[src/rtl/wb_commit_buffer_if.sv]
// Bus between the memory stage, the commit buffer, the register-file write ports and decode.
interface wb_commit_buffer_if #(
  parameter int unsigned DWIDTH       = 32,
  parameter int unsigned AWIDTH       = 5,
  parameter int unsigned FUNCT_WIDTH  = 3,
  parameter int unsigned OPCODE_WIDTH = 7,
  parameter int unsigned DEPTH        = 4,
  parameter int unsigned NPORTS       = 2
);
  logic                        wb_i_ce;
  logic [OPCODE_WIDTH-1:0]     wb_i_opcode;
  logic [FUNCT_WIDTH-1:0]      wb_i_funct;
  logic                        wb_i_we_rd;
  logic [AWIDTH-1:0]           wb_i_rd_addr;
  logic [DWIDTH-1:0]           wb_i_rd_data;
  logic [DWIDTH-1:0]           wb_i_data_load;
  logic [1:0]                  wb_i_byte_off;
  logic                        wb_i_flush;
  logic [NPORTS-1:0]           wb_i_rf_ready;
  logic [AWIDTH-1:0]           wb_i_fwd_addr;
  logic                        wb_o_stall;
  logic [NPORTS-1:0]           wb_o_we;
  logic [NPORTS*AWIDTH-1:0]    wb_o_rd_addr;
  logic [NPORTS*DWIDTH-1:0]    wb_o_rd_data;
  logic                        wb_o_fwd_hit;
  logic [DWIDTH-1:0]           wb_o_fwd_data;
  logic [$clog2(DEPTH):0]      wb_o_count;

  modport master (
    output wb_i_ce, wb_i_opcode, wb_i_funct, wb_i_we_rd, wb_i_rd_addr, wb_i_rd_data,
           wb_i_data_load, wb_i_byte_off, wb_i_flush, wb_i_rf_ready, wb_i_fwd_addr,
    input  wb_o_stall, wb_o_we, wb_o_rd_addr, wb_o_rd_data, wb_o_fwd_hit, wb_o_fwd_data,
           wb_o_count
  );

  modport slave (
    input  wb_i_ce, wb_i_opcode, wb_i_funct, wb_i_we_rd, wb_i_rd_addr, wb_i_rd_data,
           wb_i_data_load, wb_i_byte_off, wb_i_flush, wb_i_rf_ready, wb_i_fwd_addr,
    output wb_o_stall, wb_o_we, wb_o_rd_addr, wb_o_rd_data, wb_o_fwd_hit, wb_o_fwd_data,
           wb_o_count
  );
endinterface

[src/rtl/wb_commit_buffer.sv]
// Write-back commit buffer: formats loads, queues rd writes in order and retires
// up to NPORTS per cycle through independently-ready register-file ports.
module wb_commit_buffer #(
  parameter int unsigned DWIDTH       = 32,
  parameter int unsigned AWIDTH       = 5,
  parameter int unsigned FUNCT_WIDTH  = 3,
  parameter int unsigned OPCODE_WIDTH = 7,
  parameter int unsigned DEPTH        = 4,
  parameter int unsigned NPORTS       = 2
) (
  input logic              wb_clk,
  input logic              wb_rst,
  wb_commit_buffer_if.slave bus
);
  localparam int unsigned PW = (DEPTH > 1) ? $clog2(DEPTH) : 1;
  localparam int unsigned CW = $clog2(DEPTH) + 1;
  localparam logic [OPCODE_WIDTH-1:0] OP_LOAD = OPCODE_WIDTH'(7'b0000011);

  logic [AWIDTH-1:0]        mem_addr [DEPTH];
  logic [DWIDTH-1:0]        mem_data [DEPTH];
  logic [PW-1:0]            head, tail;
  logic [CW-1:0]            count;

  logic                     stall;
  logic                     accept;
  logic [7:0]               ld_byte;
  logic [15:0]              ld_half;
  logic [DWIDTH-1:0]        in_data;

  logic [NPORTS-1:0]        retire, we;
  logic [CW-1:0]            nret;
  logic [NPORTS*AWIDTH-1:0] lane_addr;
  logic [NPORTS*DWIDTH-1:0] lane_data;
  logic [PW-1:0]            lane_idx;
  logic                     prefix;

  logic                     fwd_hit;
  logic [DWIDTH-1:0]        fwd_data;
  logic [PW-1:0]            fwd_idx;

  assign stall  = (count == CW'(DEPTH));
  assign accept = bus.wb_i_ce & bus.wb_i_we_rd & (bus.wb_i_rd_addr != '0)
                & ~bus.wb_i_flush & ~stall;

  always_comb begin
    ld_byte = bus.wb_i_data_load[{bus.wb_i_byte_off, 3'b000} +: 8];
    ld_half = bus.wb_i_data_load[{bus.wb_i_byte_off[1], 4'b0000} +: 16];
    in_data = bus.wb_i_rd_data;
    if (bus.wb_i_opcode == OP_LOAD) begin
      case (bus.wb_i_funct[2:0])
        3'b000:  in_data = {{(DWIDTH-8){ld_byte[7]}}, ld_byte};
        3'b001:  in_data = {{(DWIDTH-16){ld_half[15]}}, ld_half};
        3'b100:  in_data = {{(DWIDTH-8){1'b0}}, ld_byte};
        3'b101:  in_data = {{(DWIDTH-16){1'b0}}, ld_half};
        default: in_data = bus.wb_i_data_load;
      endcase
    end
  end

  // Lanes retire as a strict in-order prefix of the presented entries.
  always_comb begin
    retire    = '0;
    nret      = '0;
    lane_addr = '0;
    lane_data = '0;
    lane_idx  = '0;
    prefix    = 1'b1;
    for (int unsigned k = 0; k < NPORTS; k++) begin
      lane_idx = head + PW'(k);
      if (CW'(k) < count) begin
        lane_addr[k*AWIDTH +: AWIDTH] = mem_addr[lane_idx];
        lane_data[k*DWIDTH +: DWIDTH] = mem_data[lane_idx];
        retire[k] = prefix & bus.wb_i_rf_ready[k];
      end
      prefix = retire[k];
      if (retire[k]) nret = nret + CW'(1);
    end
  end

  // An older lane shadowed by a younger retiring write to the same register
  // still retires, but its port enable is dropped so only the youngest lands.
  always_comb begin
    we = retire;
    for (int unsigned i = 0; i < NPORTS; i++) begin
      for (int unsigned j = i + 1; j < NPORTS; j++) begin
        if (retire[i] && retire[j] &&
            lane_addr[i*AWIDTH +: AWIDTH] == lane_addr[j*AWIDTH +: AWIDTH])
          we[i] = 1'b0;
      end
    end
  end

  // Walk oldest to youngest so the youngest buffered match wins; the incoming
  // accepted result overrides everything.
  always_comb begin
    fwd_hit  = 1'b0;
    fwd_data = '0;
    fwd_idx  = '0;
    for (int unsigned k = 0; k < DEPTH; k++) begin
      fwd_idx = head + PW'(k);
      if (CW'(k) < count && mem_addr[fwd_idx] == bus.wb_i_fwd_addr) begin
        fwd_hit  = 1'b1;
        fwd_data = mem_data[fwd_idx];
      end
    end
    if (accept && bus.wb_i_rd_addr == bus.wb_i_fwd_addr) begin
      fwd_hit  = 1'b1;
      fwd_data = in_data;
    end
    if (bus.wb_i_fwd_addr == '0) begin
      fwd_hit  = 1'b0;
      fwd_data = '0;
    end
  end

  always_ff @(posedge wb_clk or negedge wb_rst) begin
    if (!wb_rst) begin
      head  <= '0;
      tail  <= '0;
      count <= '0;
    end else begin
      head  <= head + PW'(nret);
      tail  <= tail + PW'(accept);
      count <= count + CW'(accept) - nret;
    end
  end

  always_ff @(posedge wb_clk) begin
    if (accept) begin
      mem_addr[tail] <= bus.wb_i_rd_addr;
      mem_data[tail] <= in_data;
    end
  end

  assign bus.wb_o_stall    = stall;
  assign bus.wb_o_we       = we;
  assign bus.wb_o_rd_addr  = lane_addr;
  assign bus.wb_o_rd_data  = lane_data;
  assign bus.wb_o_fwd_hit  = fwd_hit;
  assign bus.wb_o_fwd_data = fwd_data;
  assign bus.wb_o_count    = count;
endmodule

[src/flat_wrapper.sv]
// flat-port wrapper written by rule: the top's interface ports become plain ports
module wb_commit_buffer_flat 
#(
  parameter int unsigned DWIDTH       = 32,
  parameter int unsigned AWIDTH       = 5,
  parameter int unsigned FUNCT_WIDTH  = 3,
  parameter int unsigned OPCODE_WIDTH = 7,
  parameter int unsigned DEPTH        = 4,
  parameter int unsigned NPORTS       = 2
)
  (wb_clk, wb_rst, bus_wb_i_ce, bus_wb_i_opcode, bus_wb_i_funct, bus_wb_i_we_rd, bus_wb_i_rd_addr, bus_wb_i_rd_data, bus_wb_i_data_load, bus_wb_i_byte_off, bus_wb_i_flush, bus_wb_i_rf_ready, bus_wb_i_fwd_addr, bus_wb_o_stall, bus_wb_o_we, bus_wb_o_rd_addr, bus_wb_o_rd_data, bus_wb_o_fwd_hit, bus_wb_o_fwd_data, bus_wb_o_count);
  wb_commit_buffer_if #(.DWIDTH(DWIDTH), .AWIDTH(AWIDTH), .FUNCT_WIDTH(FUNCT_WIDTH), .OPCODE_WIDTH(OPCODE_WIDTH), .DEPTH(DEPTH), .NPORTS(NPORTS)) bus_i ();
  input logic wb_clk;
  input logic wb_rst;
  input wire logic [$bits(bus_i.wb_i_ce)-1:0] bus_wb_i_ce;
  input wire logic [$bits(bus_i.wb_i_opcode)-1:0] bus_wb_i_opcode;
  input wire logic [$bits(bus_i.wb_i_funct)-1:0] bus_wb_i_funct;
  input wire logic [$bits(bus_i.wb_i_we_rd)-1:0] bus_wb_i_we_rd;
  input wire logic [$bits(bus_i.wb_i_rd_addr)-1:0] bus_wb_i_rd_addr;
  input wire logic [$bits(bus_i.wb_i_rd_data)-1:0] bus_wb_i_rd_data;
  input wire logic [$bits(bus_i.wb_i_data_load)-1:0] bus_wb_i_data_load;
  input wire logic [$bits(bus_i.wb_i_byte_off)-1:0] bus_wb_i_byte_off;
  input wire logic [$bits(bus_i.wb_i_flush)-1:0] bus_wb_i_flush;
  input wire logic [$bits(bus_i.wb_i_rf_ready)-1:0] bus_wb_i_rf_ready;
  input wire logic [$bits(bus_i.wb_i_fwd_addr)-1:0] bus_wb_i_fwd_addr;
  output wire logic [$bits(bus_i.wb_o_stall)-1:0] bus_wb_o_stall;
  output wire logic [$bits(bus_i.wb_o_we)-1:0] bus_wb_o_we;
  output wire logic [$bits(bus_i.wb_o_rd_addr)-1:0] bus_wb_o_rd_addr;
  output wire logic [$bits(bus_i.wb_o_rd_data)-1:0] bus_wb_o_rd_data;
  output wire logic [$bits(bus_i.wb_o_fwd_hit)-1:0] bus_wb_o_fwd_hit;
  output wire logic [$bits(bus_i.wb_o_fwd_data)-1:0] bus_wb_o_fwd_data;
  output wire logic [$bits(bus_i.wb_o_count)-1:0] bus_wb_o_count;
  assign bus_i.wb_i_ce = bus_wb_i_ce;
  assign bus_i.wb_i_opcode = bus_wb_i_opcode;
  assign bus_i.wb_i_funct = bus_wb_i_funct;
  assign bus_i.wb_i_we_rd = bus_wb_i_we_rd;
  assign bus_i.wb_i_rd_addr = bus_wb_i_rd_addr;
  assign bus_i.wb_i_rd_data = bus_wb_i_rd_data;
  assign bus_i.wb_i_data_load = bus_wb_i_data_load;
  assign bus_i.wb_i_byte_off = bus_wb_i_byte_off;
  assign bus_i.wb_i_flush = bus_wb_i_flush;
  assign bus_i.wb_i_rf_ready = bus_wb_i_rf_ready;
  assign bus_i.wb_i_fwd_addr = bus_wb_i_fwd_addr;
  assign bus_wb_o_stall = bus_i.wb_o_stall;
  assign bus_wb_o_we = bus_i.wb_o_we;
  assign bus_wb_o_rd_addr = bus_i.wb_o_rd_addr;
  assign bus_wb_o_rd_data = bus_i.wb_o_rd_data;
  assign bus_wb_o_fwd_hit = bus_i.wb_o_fwd_hit;
  assign bus_wb_o_fwd_data = bus_i.wb_o_fwd_data;
  assign bus_wb_o_count = bus_i.wb_o_count;
  wb_commit_buffer #(.DWIDTH(DWIDTH), .AWIDTH(AWIDTH), .FUNCT_WIDTH(FUNCT_WIDTH), .OPCODE_WIDTH(OPCODE_WIDTH), .DEPTH(DEPTH), .NPORTS(NPORTS)) u_core (.wb_clk(wb_clk), .wb_rst(wb_rst), .bus(bus_i));
endmodule
[config.mk]
export PLATFORM = sky130hd
export DESIGN_NAME = wb_commit_buffer_flat
export DESIGN_NICKNAME = d
export VERILOG_FILES = /design/src/rtl/wb_commit_buffer_if.sv /design/src/rtl/wb_commit_buffer.sv /design/src/flat_wrapper.sv
export SDC_FILE = /design/constraint.sdc
export NUM_CORES = 1
export LEC_CHECK = 0
export BUFFER_PORTS_ARGS = -buffer_cell sky130_fd_sc_hd__buf_2
export CORE_ASPECT_RATIO = 1.75
export CORE_MARGIN = 2
export CORE_UTILIZATION = 52
export DETAILED_ROUTE_END_ITERATION = 12
export HOLD_SLACK_MARGIN = 0.1
export PLACE_DENSITY = 0.78
export RECOVER_POWER = 50
export SLEW_MARGIN = 10
export SYNTH_ARGS = -nofsm -noshare
export SYNTH_HDL_FRONTEND = slang
export SYNTH_SLANG_ARGS = --single-unit
[constraint.sdc]
create_clock -name wb_clk -period 4.6 [get_ports wb_clk]
set_input_delay 0 -clock wb_clk [delete_from_list [all_inputs] [get_ports wb_clk]]
set_output_delay 0 -clock wb_clk [all_outputs]
set_load 0.01 [all_outputs]
* Word level (Yosys, flattened, before mapping)
Memory sizes are Yosys's and may differ from the RTL's.
Cells that the tools add are included.
** Storage, ports and cells
- Bits in registers :: 7
- Memory bits (writable) :: 148
- Input bits :: 93
- Logic and storage cells :: 72
- Memories :: 2
** Memories
- u_core.mem_data :: words 4, width 32, read ports 4, clocked after memory_dff 0, write ports 1, RTL line wb_commit_buffer.sv:20 : logic [DWIDTH-1:0] mem_data [DEPTH];
- u_core.mem_addr :: words 4, width 5, read ports 4, clocked after memory_dff 0, write ports 1, RTL line wb_commit_buffer.sv:19 : logic [AWIDTH-1:0] mem_addr [DEPTH];
** Operators by class
- Add/subtract/negate cells :: 8
- Order comparisons :: 4
- Eq/ne operators :: 11
- Shift-type cells :: 2
- Mux-type cells :: 25
- Bitwise operators :: 7
- Reduce and logical (&&, ||, !) cells :: 10
** Operators with widths (count)
- $mux 32 :: 9
- $pmux 32 s4 :: 1
- $shiftx 32x6->16 :: 1
- $shiftx 32x6->8 :: 1
- $eq 5x5->1 :: 6
- $mux 1 :: 12
- $mux 5 :: 2
- $eq 3x3->1 const B :: 3
- $eq 7x2->1 const B :: 1
- $logic_and 1x1->1 :: 7
- $lt 1x3->1 const A :: 2
- $lt 2x3->1 const A :: 2
- $and 1x1->1 :: 5
- $logic_not 5->1 :: 1
- $reduce_bool 5->1 :: 1
- $add 2x2->2 const B :: 2
- $add 3x1->3 :: 1
- $eq 3x1->1 const B :: 1
- $logic_not 3->1 :: 1
- $mux 3 :: 1
- $sub 3x3->3 :: 1
- $add 1x1->2 const B :: 1
- $add 2x1->2 :: 1
- $add 2x1->2 const B :: 1
- 2 further kinds :: 3

* Logic depth before layout (Yosys ltp)
An unclocked memory read counts as a cell.
- Depth after elaboration :: 9
- Mapped depth :: 13
- Gate-level depth less buffers :: 10

* Worst setup path before layout
OpenSTA, ideal clock, no wires.
- Kind :: register to register
- Start point :: register u_core.count[2] (netlist: u_core.bus.wb_o_count[2])
- End point :: memory u_core.mem_addr[0][0] (enable)
- Setup time :: 486 ps
- Arrival time :: 3925 ps
- Data required time :: 4114 ps
- Slack :: 189 ps
- Cell stages (with the launch flop) :: 4
- Cell sequence :: dfrtp_1 -> nor3b_1 -> a211oi_1 -> nor3b_1
** Between the ends
- Cells in the longest elaborated chain, start to end :: 5
** RTL lines
- start: declaration :: RTL line wb_commit_buffer.sv:22 : logic [CW-1:0] count;
- start signal: assignment :: RTL line wb_commit_buffer.sv:124 : count <= count + CW'(accept) - nret;
- $eq 3x3->1 :: RTL line wb_commit_buffer.sv:41 : assign stall = (count == CW'(DEPTH));
- via bus_wb_o_stall :: RTL line flat_wrapper.sv:26 : output wire logic [$bits(bus_i.wb_o_stall)-1:0] bus_wb_o_stall;
- $not 1->1 :: RTL line wb_commit_buffer.sv:43 : & ~bus.wb_i_flush & ~stall;
- $and 1x1->1 :: RTL line wb_commit_buffer.sv:43
- $mux 1 :: RTL line wb_commit_buffer.sv:129 : if (accept) begin
- $mux 1 (implied by the code) :: RTL line wb_commit_buffer.sv:130 : mem_addr[tail] <= bus.wb_i_rd_addr;
- end: declaration :: RTL line wb_commit_buffer.sv:19
The timed path passes the listed nets, and every way through them passes these cells.

* Worst setup path after layout
- Start point :: register u_core.head[0]
- End point :: output bus_wb_o_fwd_data[30]
** Between the ends
- Cells in the longest elaborated chain, start to end :: 9
** RTL lines
- start: declaration :: RTL line wb_commit_buffer.sv:21 : logic [PW-1:0] head, tail;
- start signal: assignment :: RTL line wb_commit_buffer.sv:122 : head <= head + PW'(nret);
- $add 2x1->2 or $mem_v2 4x5 (tied branches)
- $mem_v2 4x5 or $eq 5x5->1 (tied branches)
- $eq 5x5->1 or $logic_and 1x1->1 (tied branches) :: RTL line wb_commit_buffer.sv:101 : if (CW'(k) < count && mem_addr[fwd_idx] == bus.wb_i_fwd_addr) begin
- $logic_and 1x1->1 or $mux 32 (tied branches) :: RTL line wb_commit_buffer.sv:101
- $mux 32 (2 in a row) :: RTL line wb_commit_buffer.sv:101
- $mux 32 * :: RTL line wb_commit_buffer.sv:101
- $mux 32 * :: RTL line wb_commit_buffer.sv:106 : if (accept && bus.wb_i_rd_addr == bus.wb_i_fwd_addr) begin
- $mux 32 * :: RTL line wb_commit_buffer.sv:110 : if (bus.wb_i_fwd_addr == '0) begin
- end: declaration :: RTL line flat_wrapper.sv:31 : output wire logic [$bits(bus_i.wb_o_fwd_data)-1:0] bus_wb_o_fwd_data;
Mark *: on every way between the ends. The rest lies on a longest branch, timed or not.

==> metrics.md <==
| Metric | Value |
|---|---|
| Main synth FF type | edfxtp_1 |
| Most common cell after layout, fill and taps aside | buf_2 |
| Cells after DPL | roughly 1,500 |
| Rel. slew slack | -31.2% |
| Pin count of the biggest net entering global routing | between 100 and 150 |
| Min cycle time layout | 4.18 ns |
| Peak supply drop | 0.000336 V |
| F_max | 239 MHz |
| Mapped Area | ~11,000 µm² |
| Final Cell Area | 13,400 µm² |
| Synthesized netlist net count | between 1,000 and 1,500 |
| CTS Root Cell | clkbuf_16 |
| Total power | 7730 µW |
| Post CTS Setup Buffer Count | 0 |
| Die width | 116 µm |
| Fillers | 1,701 |
| Initial antenna violation count | 0 |
| Static leakage | between 0.005 and 0.006 µW |
| Power density over the cells | 576 nW/µm² |
| Number of global-route vias before repair | just under 10,000 |
| Setup TNS | 0 ns |
| Area contributors post-synth | edfxtp_1, mux4_2, mux2i_1, nand2_1, a221oi_1 |
| Max-cap viol count | 2 |
| CTS Hold Bufs | 28 |
| Detail Route Antenna Nets | 0 |
| Netlist cell types | 58 |
| Floorplan row count | between 70 and 80 |
| Fin cells | 1,563 |
| First-pass GRT wire length | 53.0 mm |
| Sink of the worst hold path | u_core.mem_data[1][12] |
| Ys Warns | 0 |
| CTS tree | built |
| R2r startpoint | u_core.bus.wb_o_count[2] |
| CTS max path bufs | 2 |
| I/O Buffers | 205 |
| 1st-pass router iterations | 5 |
| Initial Util | 53.1% |
| WL per Instance | 22.6 µm |
| Clock Pin Slew Worst Setup and Hold Paths | about 0.060 ns |
| Most frequent cells in the layout | buf_2, edfxtp_1, nand2_1 |
| Max-slew violations | approximately 80 |
| Post-DP HPWL | ~24 mm |
| Worst EP arrival | 4.18 ns |
| Multi-input gate area | 6280 µm² |
| Vias/cell | about 6.5 |
| Core area | 21,600 µm² |
| Cell taking the most area after synthesis | edfxtp_1 |
| Crit Path Category | reg -> out |
| Status | finished with violations |
| TritonCTS Buffers | 17 |
| CP Data Required Time | 4.60 ns |
| Avg Cell Area, Syn | 10.6 µm² |
| CP Max Fanout | 75 |
| Critical path's slowest cell | dfrtp_4 |
| Register area share after synthesis | approximately two fifths |
| IO Pins | 206 |
| Placed Area | about 13,000 µm² |
| Die H | 200 µm |
| CTS Sinks | 155 |
| Synth Instances | 1,084 |
| Final WS setup | 0.424 ns |
| Congestion Overflow GR | 0 |
| Reg2Reg Setup Slack | 0.68 ns |
| Via count | 10,200 |
| Area Overhead vs Synth | 17.1% |
| Number of synthesized flops with an enable pin | 148 |
| Final Net Count | 1,358 |
| R2R Path End | u_core.bus.wb_o_count[2] |
| Ys async rst share | between 4 and 5% |
| H-tree level count | 4 |
| Reg2Reg Depth | 9 |
| Later-pin clock latency in the skew report | 0.43 ns |
| Unrepaired setup endpoints after global routing | no |
| Worst-path cell chain | mux4_2, xnor2_1, nand3_1, nor3_2, a21boi_4, buf_12, a221oi_1, o31ai_1, buf_2 |
| CP max stage delay | 1.03 ns |
| Hold_sp | bus_wb_i_rd_data[12] |
| Final setup fails | 0 |
| Routability Congestion | a little over 0.9 |
| GRT Overall Usage | around 30% |
| Final Hold Vio Count | 0 |
| CP Capture Type | output port |
| Dpl ws | 0.948 ns |
| Starting DRT DRC Count | between 800 and 900 |
| Post-CTS sizing | 0 |
| Share of the synthesized area in the top cell type | 38.8% |
| Layout cells sized above 1 | 27.4% |
| Hold WC Path Type | in -> reg |
| Yosys reg bits | 155 |
| # diodes | 0 |
| Clock Skews | around 0.0068 ns |
| Violated checks | max-capacitance violations, max-slew violations |
| Total routed wirelength | approximately 35 mm |
| Crit path launch type | flop |
| Area occupied by registers | 4630 µm² |
| Full die area | 23,300 µm² |
| Worst Tran Pin Value | 1.97 ns |
| Ratio of final minimum period to clock period | roughly nine tenths |
| Residual DRC | 0 |
| WHS Path Cells | 3 |
[synth_stat cells (all sizes together), types with 2 or more instances]
master / count
a2111oi: 2
a211oi: 44
a21boi: 11
a21oi: 50
a221oi: 55
a22oi: 10
a32oi: 8
and2: 18
and3: 14
buf: 42
clkbuf: 57
dfrtp: 7
edfxtp: 148
ha: 6
inv: 15
mux2: 33
mux2i: 87
mux4: 48
nand2: 134
nand2b: 17
nand3: 5
nand3b: 2
nor2: 88
nor2b: 23
nor3: 6
nor3b: 10
nor4: 16
o21a: 4
o21ai: 42
o22ai: 9
o31a: 2
o31ai: 18
or2: 9
xnor2: 18
xor2: 14
[flip-flops by register name (all words and copies together), names as in the netlist]
signal                 count
u_core.head                2
u_core.mem_addr           20
u_core.tail                2
u_core.mem_data          128
u_core.bus.wb_o_count      3
[area by class of cell]
| cell class | count | area share, % |
|---|---|---|
| Multi-Input combinational cell | 815 | 46.8 |
| Timing Repair Buffer | 254 | 10.9 |
| Inverter | 15 | 0.420 |
| Sequential cell | 155 | 34.5 |
| Clock buffer | 18 | 3.20 |
| Tap cell | 292 | 2.72 |
| Clock inverter | 14 | 1.50 |
[critical path, delay by kind of cell (launching register included)]
kind	cells	cell delay, ns
xor+xnor	1	0.20
compound gates	3	1.03
mux	1	0.63
simple gates	2	0.38
buf+inv	2	0.43
flops	1	1.03
[where the power goes]
part           switching [µW]  total [µW]  internal, µW
sequential                290        1960          1670
combinational            2470        4290          1820
clock                     535        1490           954
[logic make-up after synthesis]
group	after synthesis	share of synthesized area (%)
compound gates	258	15.8
xor+xnor	32	2.45
fa+ha+maj	7	0.830
buf+inv	114	4.96
flops	155	40.3
mux	168	20.3
simple gates	350	15.4
[worst max-delay path by stage]
stage	depth (start not counted)	slack [ns]	endpoint	startpoint
6_report	9	0.42	bus_wb_o_fwd_data[30]	u_core.head[0]
4_1_cts	9	0.44	bus_wb_o_fwd_data[30]	u_core.head[0]
2_1_floorplan	3	0.19	u_core.mem_addr[0][0]	u_core.bus.wb_o_count[2]
3_3_place_gp	10	0.98	bus_wb_o_fwd_data[20]	u_core.head[0]
3_5_place_dp	9	0.95	bus_wb_o_fwd_data[30]	u_core.head[0]
5_1_grt	9	0.15	bus_wb_o_fwd_data[30]	u_core.head[0]
[through the flow]
stage / utilization [%] / hold WS (ns)
after CTS: 62.4 / 0.104
after detailed placement: 58.2 / -0.160
after floorplan: - / -0.296
final: 62.2 / 0.108
after global routing: 62.2 / 0.117
after global placement: 58.2 / -0.160
[routing by layer]
metal / vias up / GRT usage [%] / part of all wire [%]
met2: 639 / 50.9 / 51
met1: 4882 / 34.8 / 34
met3: 140 / 4.60 / 8.0
li1: 4506 / - / -
met4: 0 / 19.1 / 6.4
met5: - / 0 / 0
No activity file was read; power rests on OpenSTA's default activity.
